## src/rtl/morse_tx_arbiter.sv

```systemverilog
// Round-robin arbiter that hands complete ASCII messages from N_REQ requesters to one Morse keyer.
// Define MORSE_ARB_GAP_EN to add a timed inter-message silence (GAP state) after each message.
module morse_tx_arbiter #(
  parameter int N_REQ     = 4,
  parameter int UNIT_DIV  = 1000,
  parameter int GAP_UNITS = 7
) (
  input  logic               i_clk,
  input  logic               i_rst,
  input  logic [N_REQ-1:0]   i_req_valid,
  input  logic [8*N_REQ-1:0] i_req_data,
  input  logic [N_REQ-1:0]   i_req_last,
  output logic [N_REQ-1:0]   o_req_ready,
  output logic [7:0]         o_char,
  output logic               o_char_valid,
  input  logic               i_char_ready,
  input  logic               i_keyer_busy,
  output logic [N_REQ-1:0]   o_grant,
  output logic               o_busy
);

  localparam int IDX_W   = (N_REQ > 1) ? $clog2(N_REQ) : 1;
  localparam int GAP_CYC = GAP_UNITS * UNIT_DIV;

`ifdef MORSE_ARB_GAP_EN
  localparam int GAP_W = (GAP_CYC > 0) ? $clog2(GAP_CYC + 1) : 1;
  typedef enum logic [1:0] {IDLE, XFER, DRAIN, GAP} state_t;
  logic [GAP_W-1:0] gap_cnt, gap_cnt_nxt;
`else
  typedef enum logic [1:0] {IDLE, XFER, DRAIN} state_t;
  logic unused_gap_cfg;
  assign unused_gap_cfg = (GAP_CYC != 0);
`endif

  state_t           state, state_nxt;
  logic [N_REQ-1:0] grant_r, grant_nxt;
  logic [IDX_W-1:0] gidx, gidx_nxt;
  logic [IDX_W-1:0] last_win, last_win_nxt;
  logic [IDX_W-1:0] win_idx, cand;
  logic             win_found;
  logic             vld_g, last_g, xfer_go;
  logic [7:0]       char_g;

  // Round-robin search starting just after the previous message owner.
  always_comb begin
    win_found = 1'b0;
    win_idx   = '0;
    cand      = '0;
    for (int i = 1; i <= N_REQ; i++) begin
      cand = IDX_W'((int'(last_win) + i) % N_REQ);
      if (!win_found && i_req_valid[cand]) begin
        win_found = 1'b1;
        win_idx   = cand;
      end
    end
  end

  always_comb begin
    vld_g  = 1'b0;
    last_g = 1'b0;
    char_g = 8'h00;
    for (int k = 0; k < N_REQ; k++) begin
      if (gidx == IDX_W'(k)) begin
        vld_g  = i_req_valid[k];
        last_g = i_req_last[k];
        char_g = i_req_data[8*k +: 8];
      end
    end
  end

  assign xfer_go = (state == XFER) && vld_g && i_char_ready;

  always_comb begin
    state_nxt    = state;
    grant_nxt    = grant_r;
    gidx_nxt     = gidx;
    last_win_nxt = last_win;
`ifdef MORSE_ARB_GAP_EN
    gap_cnt_nxt  = gap_cnt;
`endif
    unique case (state)
      IDLE: begin
        if (win_found) begin
          state_nxt = XFER;
          gidx_nxt  = win_idx;
          grant_nxt = N_REQ'(1) << win_idx;
        end
      end
      XFER: begin
        if (xfer_go && last_g) begin
          state_nxt    = DRAIN;
          last_win_nxt = gidx;
        end
      end
      DRAIN: begin
        if (!i_keyer_busy) begin
`ifdef MORSE_ARB_GAP_EN
          state_nxt   = GAP;
          gap_cnt_nxt = '0;
`else
          state_nxt   = IDLE;
          grant_nxt   = '0;
`endif
        end
      end
`ifdef MORSE_ARB_GAP_EN
      GAP: begin
        if (gap_cnt == GAP_W'(GAP_CYC - 1)) begin
          state_nxt = IDLE;
          grant_nxt = '0;
        end else begin
          gap_cnt_nxt = gap_cnt + GAP_W'(1);
        end
      end
`endif
      default: state_nxt = IDLE;
    endcase
  end

  always_ff @(posedge i_clk) begin
    if (!i_rst) begin
      state    <= IDLE;
      grant_r  <= '0;
      gidx     <= '0;
      last_win <= IDX_W'(N_REQ - 1);
`ifdef MORSE_ARB_GAP_EN
      gap_cnt  <= '0;
`endif
    end else begin
      state    <= state_nxt;
      grant_r  <= grant_nxt;
      gidx     <= gidx_nxt;
      last_win <= last_win_nxt;
`ifdef MORSE_ARB_GAP_EN
      gap_cnt  <= gap_cnt_nxt;
`endif
    end
  end

  // Handshake is a straight pass-through of the owner's lane, forced quiet while reset is held.
  assign o_char_valid = i_rst && (state == XFER) && vld_g;
  assign o_char       = (i_rst && (state == XFER)) ? char_g : 8'h00;
  assign o_req_ready  = (i_rst && (state == XFER) && i_char_ready) ? grant_r : '0;
  assign o_grant      = grant_r;
  assign o_busy       = (state != IDLE);

endmodule

```

## config.mk

```make
export PLATFORM = sky130hd
export DESIGN_NAME = morse_tx_arbiter
export DESIGN_NICKNAME = d
export VERILOG_FILES = /design/src/rtl/morse_tx_arbiter.sv
export SDC_FILE = /design/constraint.sdc
export NUM_CORES = 1
export LEC_CHECK = 0
export CAP_MARGIN = 20
export CORE_UTILIZATION = 37
export DETAILED_ROUTE_END_ITERATION = 6
export PLACE_DENSITY = 0.91
export SLEW_MARGIN = 20
export SYNTH_ARGS = -nofsm -noshare
export SYNTH_HDL_FRONTEND = slang
export SYNTH_SLANG_ARGS = --single-unit
```

## constraint.sdc

```tcl
create_clock -name i_clk -period 3.7 [get_ports i_clk]
set_input_delay 0.555 -clock i_clk [delete_from_list [all_inputs] [get_ports i_clk]]
set_output_delay 0.555 -clock i_clk [all_outputs]
set_load 0.05 [all_outputs]
```

Word level (Yosys, flattened, before mapping)

Index checks and enable logic that the tools add are counted.

Bits in registers: 10
Latch bits: 0
Bits in writable memories: 0
Bits in read-only memories: 0
Output and inout bits: 18
Logic and storage cells: 78
Memories kept: 0

Add/subtract/negate cells: 4
Multiply operators: 0
Div/mod/pow operators: 0
Magnitude comparators: 4
Equality and inequality tests: 8
Shifts and indexed selects: 1
Multiplexer cells: 37
Bitwise logic cells: 0
Reduce and logical (&&, ||, !) cells: 20

Operator list:

| cell                                                                         | count |
|---|---|
| 8-bit two-way mux                                                            | 5 |
| 1-bit two-way mux                                                            | 16 |
| 2-bit two-way mux                                                            | 7 |
| 2-bit by 3-bit less-than comparator with 1-bit output, second input constant | 4 |
| 4-bit two-way mux                                                            | 3 |
| 1-bit logical AND                                                            | 9 |
| 1-bit binary-select mux with 2-bit select                                    | 4 |
| 4-bit case mux with 2 select lines                                           | 1 |
| 2-bit equality test, second input constant                                   | 3 |
| 2-bit case mux with 3 select lines                                           | 1 |
| 3-bit AND reduction                                                          | 2 |
| 2-bit by 1-bit adder with 2-bit output, second input constant                | 2 |
| 2-bit adder, second input constant                                           | 2 |
| 2-bit by 1-bit equality test with 1-bit output, second input constant        | 2 |
| 2-bit logical NOT                                                            | 2 |
| 2-bit inequality test, second input constant                                 | 2 |
| 2-bit AND reduction                                                          | 2 |
| 2-bit nonzero test                                                           | 2 |
| 1-bit by 2-bit << shifter with 4-bit output, first input constant            | 1 |
| 1-bit logical NOT                                                            | 3 |
| 2-bit by 1-bit inequality test with 1-bit output, second input constant      | 1 |

Logic depth before layout (Yosys ltp)

Gate-level depths: netlist of run 1.

Depth after elaboration: 16
Gate-level depth with buffers: 5
Depth with buffers taken out: 4

Worst setup path after synthesis of run 1

No wires, ideal clock.

Kind: reg-to-output
Start: register gidx[0]
End: output o_char[0]
Arrival: 1.501 ns
Slack: 1.644 ns
Stages on the path, launching flop included: 4
Buffers on the path: 1
Cell sequence: dfxtp_1 buf_2 mux4_2 and3_1

Word-level cells in the longest chain between the ends: 6
Elaborated cells on any way between the ends: 9
Those cells by class: 3 x eq/ne; 5 x mux; 1 x reduce/logical

Ends and longest elaborated chain:

| element                         | RTL line | RTL |
|---|---|---|
| start, declared                 | 37       | `logic [IDX_W-1:0] gidx, gidx_nxt;` |
| start signal, assigned          | 132      | `gidx <= gidx_nxt;` |
| 2-bit logical NOT               | 63       | `if (gidx == IDX_W'(k)) begin` |
| 8-bit two-way mux (3 in series) | 63       |  |
| 8-bit two-way mux (*)           | 63       |  |
| 8-bit two-way mux (*)           | 142      | `assign o_char = (i_rst && (state == XFER)) ? char_g : 8'h00;` |
| end, declared                   | 14       | `output logic [7:0] o_char,` |

Every way passes the cells marked *; elsewhere a longest branch is shown, timed or not.

Worst setup path in the final report of run 1

Start: input i_req_valid[3]
End: output o_char_valid

Word-level cells in the longest chain between the ends: 2

Ends and longest elaborated chain:

| element           | RTL line | RTL |
|---|---|---|
| start, declared   | 10       | `input logic [N_REQ-1:0] i_req_valid,` |
| 1-bit two-way mux | 63       |  |
| 1-bit logical AND | 141      | `assign o_char_valid = i_rst && (state == XFER) && vld_g;` |
| end, declared     | 15       | `output logic o_char_valid,` |

Every way passes these cells.

==> metrics.txt, run 1 <==
Clock Tree Root clkbuf_4; post-synthesis cell type count 30; CP endpoint kind output pin; Slew headroom 50.4%; Longest Clk Path Bufs 2; gpl congestion 0.768; area of the multi-input gates 613 µm²; Hold Crit Class flop to flop; drt total wl 2520 µm; post-route insts no fill 171; Synth Net Count 128; final setup TNS 0 ps; cell count of the worst reg-to-reg path 4; setup repair after global routing missed its margin false; Int Pwr 281 µW; Final period util 83.4%; Most common cell on crit path clkdlybuf4s50_1; pre-CTS setup slack 618 ps; Synth Area per Inst around 10 µm²; P&R area growth vs syn 77.9%; worst hold margin 485 ps; RR Endpoint last_win[1]; postcts setup bufs 0; flops & latches, synth 10; Post-DP HPWL 2020 µm; R2R Path Start state[0]; Comb pwr share 46.7%; Rows 16; register area share after synthesis 23.6%; Worst Setup SP i_req_valid[3]; First-pass DRT Iterations 4; Max-Cap Viols 0; Pins Over Slew Limit 0; die area ~2500 µm²; power per cell area 279 nW/µm²; setup ws final 614 ps; peak fanout along the critical path 7; Period minus WS final 3090 ps; routed length per instance roughly 15 µm; n_diodes 0; via count ~940; Detailed Route Iter0 Violations 23; commonest non-fill, non-tap cell in the layout clkdlybuf4s50_1; Least-Margin Pin Slew 742 ps; post-route DRC violation count 0; chip width about 50 µm; required time worst endpoint approximately 3100 ps; Worst-Skew Late Latency around 270 ps; initial antenna violation count 0; cts hold-fix bufs 0; Worst-path clk slew 70 ps; status finished clean; Critical Path Slowest Stage Cell clkdlybuf4s50_1; startpoint types input pin; Sw Share 33.4%; Total Routing Usage GR 22.3%; count of cells resized by post-cts repair 0; maximum number of pins on one net before global-route repair 15; most frequent cells in the layout 61 x clkdlybuf4s50_1, 13 x and3_1, 10 x dfxtp_1, 9 x mux4_2, 5 x nand2_1; hold path depth 1; Post-Syn Area 848 µm²; beginning of the worst hold path o_grant[3]; worst vdd ir 186 µV; worst setup path endpoint o_char_valid; Synth Instances 84; Switch Pwr approximately 140 µW; reg2reg setup slack around 1900 ps; vias per inst between 5 and 6; CTS tree built; Core ar. 2060 µm²; grt ovf 0; Fillers 149; Routed Antenna Nets 0; Max Clk Rate about 0.32 GHz; worst setup path class input pin to output pin; H-tree depth 1; CP max stage delay ~700 ps; number of global-route vias before repair 1033; LEAKAGE 0.000606 µW; Worst Clk Skew roughly 3.3 ps; clock share of power 23.6%; share of layout cells above drive strength 1 13.9%; Hold Fails Final Rpt 0; CTS Sinks 10; endpoints failing setup 0; Ys Warns 0; Layout Nets 189; chip height 49.9 µm; Port Buf Inserts 61; DP Cell Count 167; Initial Util between 40% and 50%; TritonCTS Buffers 3; IO Pins between 60 and 70; Critical Path, Cell by Cell clkdlybuf4s50_1 -> mux4_1 -> and3_1 -> clkdlybuf4s50_1; sequential power share 29.7%; first-pass GRT wire length 4300 µm; Register Area 200 µm²; Arr. time, crit path 2530 ps
per-layer routing:
| metal | track usage (%) | share of wire, % | vias to the layer above |
|---|---|---|---|
| li1 | - | - | 451 |
| met3 | 6.79 | 9.6 | 4 |
| met2 | 41.2 | 50 | 61 |
| met4 | 3.33 | 0.72 | 0 |
| met1 | 25.3 | 39 | 428 |
| met5 | 0 | 0 | - |
synth_stat cells, drive strengths merged:
cell type  instances  area share, %
nor2b              4            3.8
o221a              1            1.3
dfxtp             10             24
nand4              2            1.5
a21o               1           0.89
a22o               2            2.1
nand3              3            1.8
a21boi             1           0.89
a21oi              3            1.8
and3b              1            1.0
mux4              10             27
clkbuf             5            2.2
nor2               2           0.89
a31oi              1           0.74
o2bb2ai            2            2.1
nand2              5            2.2
mux2i              3            3.5
buf                2            1.9
nand2b             1           0.74
or4                1            1.3
or2                1           0.74
o21ai              3            1.8
nand3b             3            2.7
nor4bb             1            1.2
and3              14             11
and2               2            1.5
how the worst min path moves through the flow:
stage	endpoint
2_1_floorplan	last_win[0]
3_3_place_gp	o_grant[3]
3_5_place_dp	o_grant[3]
4_1_cts	o_grant[3]
5_1_grt	o_grant[1]
6_report	o_grant[3]
power by group through the flow:
stage | Combinational [µW] | Sequential, µW | Clock [µW]
after floorplan | 107 | 135 | 0
after global placement | 192 | 127 | 0
after detailed placement | 196 | 128 | 0
after CTS | 197 | 125 | 99.5
after global routing | 210 | 127 | 108
final | 197 | 125 | 99.6
cell type report:
cell class / instances / share of cell area [%]
Tap cell: 27 / 2.24
Multi-Input combinational cell: 67 / 40.6
Timing Repair Buffer: 63 / 41.5
Clock buffer: 4 / 2.40
Sequential cell: 10 / 13.3
stage by stage:
stage	util (%)	cell area (µm²)	total power, µW
after global routing	73.2	1510	444
final	73.2	1510	421
after floorplan	-	848	242
after detailed placement	71.4	1470	324
after CTS	73.2	1510	422
after global placement	71.4	1470	318
state kept, by name, indices dropped and copies added, names as in the netlist:
register,cells
last_win,2
o_grant,4
gidx,2
state,2
critical path: cells and delay by family:
kind	cells	cell delay, ps
muxes	1	550
and+or+nand+nor	1	210
buffers and inverters	2	1220
cells by family (layout without fill, tap and decap cells):
logic type	Yosys count	after routing	share of synthesized area [%]
and+or+nand+nor	40	40	30.2
muxes	13	13	30.5
buffers and inverters	7	67	4.13
AOI/OAI and AO/OA	14	14	11.5
DFF	10	10	23.6
No activity file was read; power rests on OpenSTA's default activity.
==> run 2: changes to the inputs <==
CORE_UTILIZATION = 31   (was 37)
PLACE_DENSITY = 0.82   (was 0.91)
clock period = 2.8 ns   (was 3.7 ns; I/O delays follow)
==> run 2 against run 1 <==
Non-clock buffer count up 1. Register-to-register slack worse by 970 ps. Largest power group unchanged. Critical path type is now flop to output pin. Setup slack worse by 260 ps.
==> metrics.txt, run 2 (synthesis results as in run 1) <==
final instance area 1590 µm²; cts hold-fix bufs 0; P&R area growth vs syn 87.2%; power per cell area ~360 nW/µm²; die area 2950 µm²; post-route DRC violation count 0; Port Buf Inserts 61; LEAKAGE about 0.00066 µW; Slew headroom 64.3%; Core ar. 2520 µm²; Post-DP HPWL approximately 2100 µm; H-tree depth 1; CP endpoint kind output pin; routed length per instance 14.3 µm; Pins Over Slew Limit 0; startpoint types flop; drt total wl 2500 µm; worst vdd ir 211 µV; Int Pwr approximately 380 µW; initial antenna violation count 0; worst setup path class flop to output pin; Max Clk Rate between 0.4 and 0.5 GHz; Routed Antenna Nets 0; Arr. time, crit path 2020 ps; Total Routing Usage GR 19.4%; share of layout cells above drive strength 1 23.4%; chip width ~54 µm; peak fanout along the critical path 8; Fillers 209; Hold Fails Final Rpt 0; commonest non-fill, non-tap cell in the layout clkdlybuf4s50_1; Detailed Route Iter0 Violations 15; Initial Util 33.6%; CTS tree built; Final Power 569 µW; Max-Cap Viols 0; gpl congestion 0.902; via count 965; grt ovf 0; CTS Sinks 10; First-pass DRT Iterations 4; IO Pins 62; Comb pwr share 46.7%; Worst-path clk slew 70 ps; area of the multi-input gates 613 µm²; vias per inst 5.51; Layout Nets 190; first-pass GRT wire length approximately 4000 µm; clock share of power 23.2%; Hold Crit Class flop to flop; Largest register FFs 4; TritonCTS Buffers 3; Rows 18; number of global-route vias before repair 948; count of cells resized by post-cts repair 0; Cell Area, Placed 1550 µm²; chip height 54.3 µm; Clock Tree Root clkbuf_4; Register Area about 200 µm²; most frequent cells in the layout 48 x clkdlybuf4s50_1, 13 x and3_1, 10 x dfxtp_1, 9 x mux4_2; required time worst endpoint 2380 ps; Longest Clk Path Bufs 2; postcts setup bufs 0; Least-Margin Pin Slew 535 ps; maximum number of pins on one net before global-route repair 22; sequential power share a little under a third; worst hold margin about 480 ps; status finished clean; Final period util between 80 and 90%; Switch Pwr 188 µW; setup repair after global routing missed its margin false; Sw Share 33.0%; Period minus WS final 2440 ps; Worst Clk Skew 2.92 ps; n_diodes 0; endpoints failing setup 0; final setup TNS 0 ps; Worst-Skew Late Latency 270 ps
## run 2: changes by cell type in the layout (fill, tap and decap cells not counted), sizes merged
| cell | before | now |
|---|---|---|
| buf | 2 | 16 |
| clkdlybuf4s50 | 61 | 48 |
## run 2: power groups by stage
stage	sequential [µW]	combinational (µW)	clock, µW
after global routing	174	284	142
after floorplan	178	142	0
after CTS	171	268	133
after detailed placement	174	267	0
after global placement	173	261	0
final	171	266	132
## run 2: worst max-delay path, stage by stage, from the launching register on
cell and delay (ps):
dfxtp_1 620, buf_4 250, mux4_2 500, and3_1 200
buf_4 190
## run 2: path summary, 6_finish.rpt
| kind | startpoint | to | slack, ps | cells after the start |
|---|---|---|---|---|
| max | gidx[0] | o_char[2] | 360 | 4 |
| min | o_grant[3] | o_grant[3] | 480 | 1 |
| max reg2reg | gidx[0] | last_win[1] | 960 | 4 |
| min reg2reg | o_grant[3] | o_grant[3] | 480 | 1 |
## run 2: final cells by class
class | count | share of cell area [%]
Sequential cell | 10 | 12.6
Clock buffer | 4 | 2.29
Multi-Input combinational cell | 67 | 38.6
Tap cell | 30 | 2.36
Timing Repair Buffer | 64 | 44.1
## run 2: stage by stage
stage	setup slack (ps)	util, %	std cells
final	356	62.9	175
after floorplan	879	-	84
after global placement	522	61.5	171
after global routing	219	62.9	175
after CTS	332	62.9	175
after detailed placement	513	61.5	171
## run 2: per-layer routing
| layer | share of wire [%] | GRT usage, % |
|---|---|---|
| met1 | 39 | 22.0 |
| met2 | 50 | 30.5 |
| met3 | 9.6 | 7.78 |
| met4 | 1.6 | 11.1 |
| met5 | 0 | 0 |
==> run 3: changes to the inputs <==
PLACE_DENSITY = 0.86   (was 0.82)
RECOVER_POWER = 50   (was default)
==> run 3 against run 2 <==
Maximum frequency rose by 0.16%. First-iteration DRC count did not move. Die area did not move. Via count fell by 2.1%. Non-clock buffer count did not move. Clock-buffer cell count did not move. Clock skew fell by 0.74 ps. Critical path type is now input pin to output pin. Critical endpoint is now o_char_valid.
==> metrics.txt, run 3 (synthesis results as in run 1) <==
Pins Over Slew Limit 0; chip height approximately 54 µm; initial antenna violation count 0; CP endpoint kind output pin; Hold Crit Class flop to flop; peak fanout along the critical path 7; TritonCTS Buffers 3; Arr. time, crit path a little over 2000 ps; Max-Cap Viols 0; pre-CTS setup slack around 460 ps; count of cells resized by post-cts repair 0; hold path depth 1; setup repair after global routing missed its margin false; chip width 54.3 µm; Hold Fails Final Rpt 0; startpoint types input pin; Routed Antenna Nets 0; CTS tree built; first-pass GRT wire length 3790 µm; gpl congestion 0.750; Post-DP HPWL 2090 µm; post-route DRC violation count 0; via count 945; n_diodes 0; worst hold margin 484 ps; postcts setup bufs 0; drt total wl 2460 µm; P&R area growth vs syn 82.3%; setup ws final 359 ps; power per cell area approximately 360 nW/µm²; Final period util 87.2%; IO Pins 62; Slew headroom 62.8%; Layout Nets 190; Longest Clk Path Bufs 2; number of global-route vias before repair roughly 900; Period minus WS final 2440 ps; final setup TNS 0 ps; most frequent cells in the layout 43 x clkdlybuf4s50_1, 13 x and3_1, 11 x buf_4, 10 x dfxtp_1, 9 x mux4_2; vias per inst 5.40; die area 2950 µm²; cell count of the worst reg-to-reg path 5; Initial Util 33.6%; Port Buf Inserts just over 60; endpoints failing setup 0; status finished clean; Core ar. 2520 µm²; Clock Tree Root clkbuf_4; routed length per instance 14.1 µm; worst setup path class input pin to output pin; grt ovf 0; Worst Clk Skew 2.17 ps; maximum number of pins on one net before global-route repair 22; worst vdd ir approximately 230 µV; cts hold-fix bufs 0; Worst-path clk slew 70 ps; Max Clk Rate 0.410 GHz; Largest register FFs 4; commonest non-fill, non-tap cell in the layout clkdlybuf4s50_1; First-pass DRT Iterations 4; Detailed Route Iter0 Violations 15; Rows 18; Total Routing Usage GR 18.3%; LEAKAGE about 0.00066 µW; CTS Sinks 10; Worst-Skew Late Latency 260 ps; Least-Margin Pin Slew ~560 ps; H-tree depth 1; share of layout cells above drive strength 1 22.8%; required time worst endpoint 2380 ps
==> run 3: cell types whose count changed in the layout (fill, tap and decap cells not counted) <==
| cell | delta |
|---|---|
| and2_1 | -1 |
| or4_4 | -1 |
| clkdlybuf4s50_1 | -5 |
| buf_12 | -3 |
| buf_4 | +3 |
| and2_0 | +1 |
| or4_1 | +1 |
| dlygate4sd3_1 | +5 |
==> run 3: path summary, 6_finish.rpt <==
path | from | end | slack, ps
setup reg to reg | gidx[0] | last_win[1] | 880
hold / removal | o_grant[1] | o_grant[1] | 480
hold reg to reg | o_grant[1] | o_grant[1] | 480
setup / recovery | i_req_valid[3] | o_char_valid | 360
==> run 3: cell type report <==
| class | instances | area (µm²) |
|---|---|---|
| multi-input cells | 67 | 609 |
| fillers | 219 | 976 |
| repair buffers | 64 | 663 |
| clock buffers | 4 | 36.3 |
| flip-flops and latches | 10 | 200 |
| well taps | 30 | 37.5 |
==> run 3: critical path: stages <==
cell and delay (ps):
dlygate4sd3_1 640, mux4_1 560, and3_1 220, buf_4 190
==> run 3: metal layers <==
metal  global-route usage, %  routed length, µm
met1                    19.4                858
met2                    33.5               1320
met3                    5.83                268
met4                    6.41                 18
met5                       0                  0
==> run 3: power breakdown <==
group | switching (µW) | internal, µW
combinational | 114 | 140
clock | 49.7 | 78.8
sequential | 17.9 | 153
==> run 3: per-stage QoR <==
step | cells | total power, µW | area [µm²] | utilization, %
after global placement | 171 | 425 | 1510 | 60.0
after CTS | 175 | 559 | 1550 | 61.5
after floorplan | 84 | 320 | 848 | -
after detailed placement | 171 | 432 | 1510 | 60.0
final | 175 | 553 | 1550 | 61.3
after global routing | 175 | 586 | 1550 | 61.3
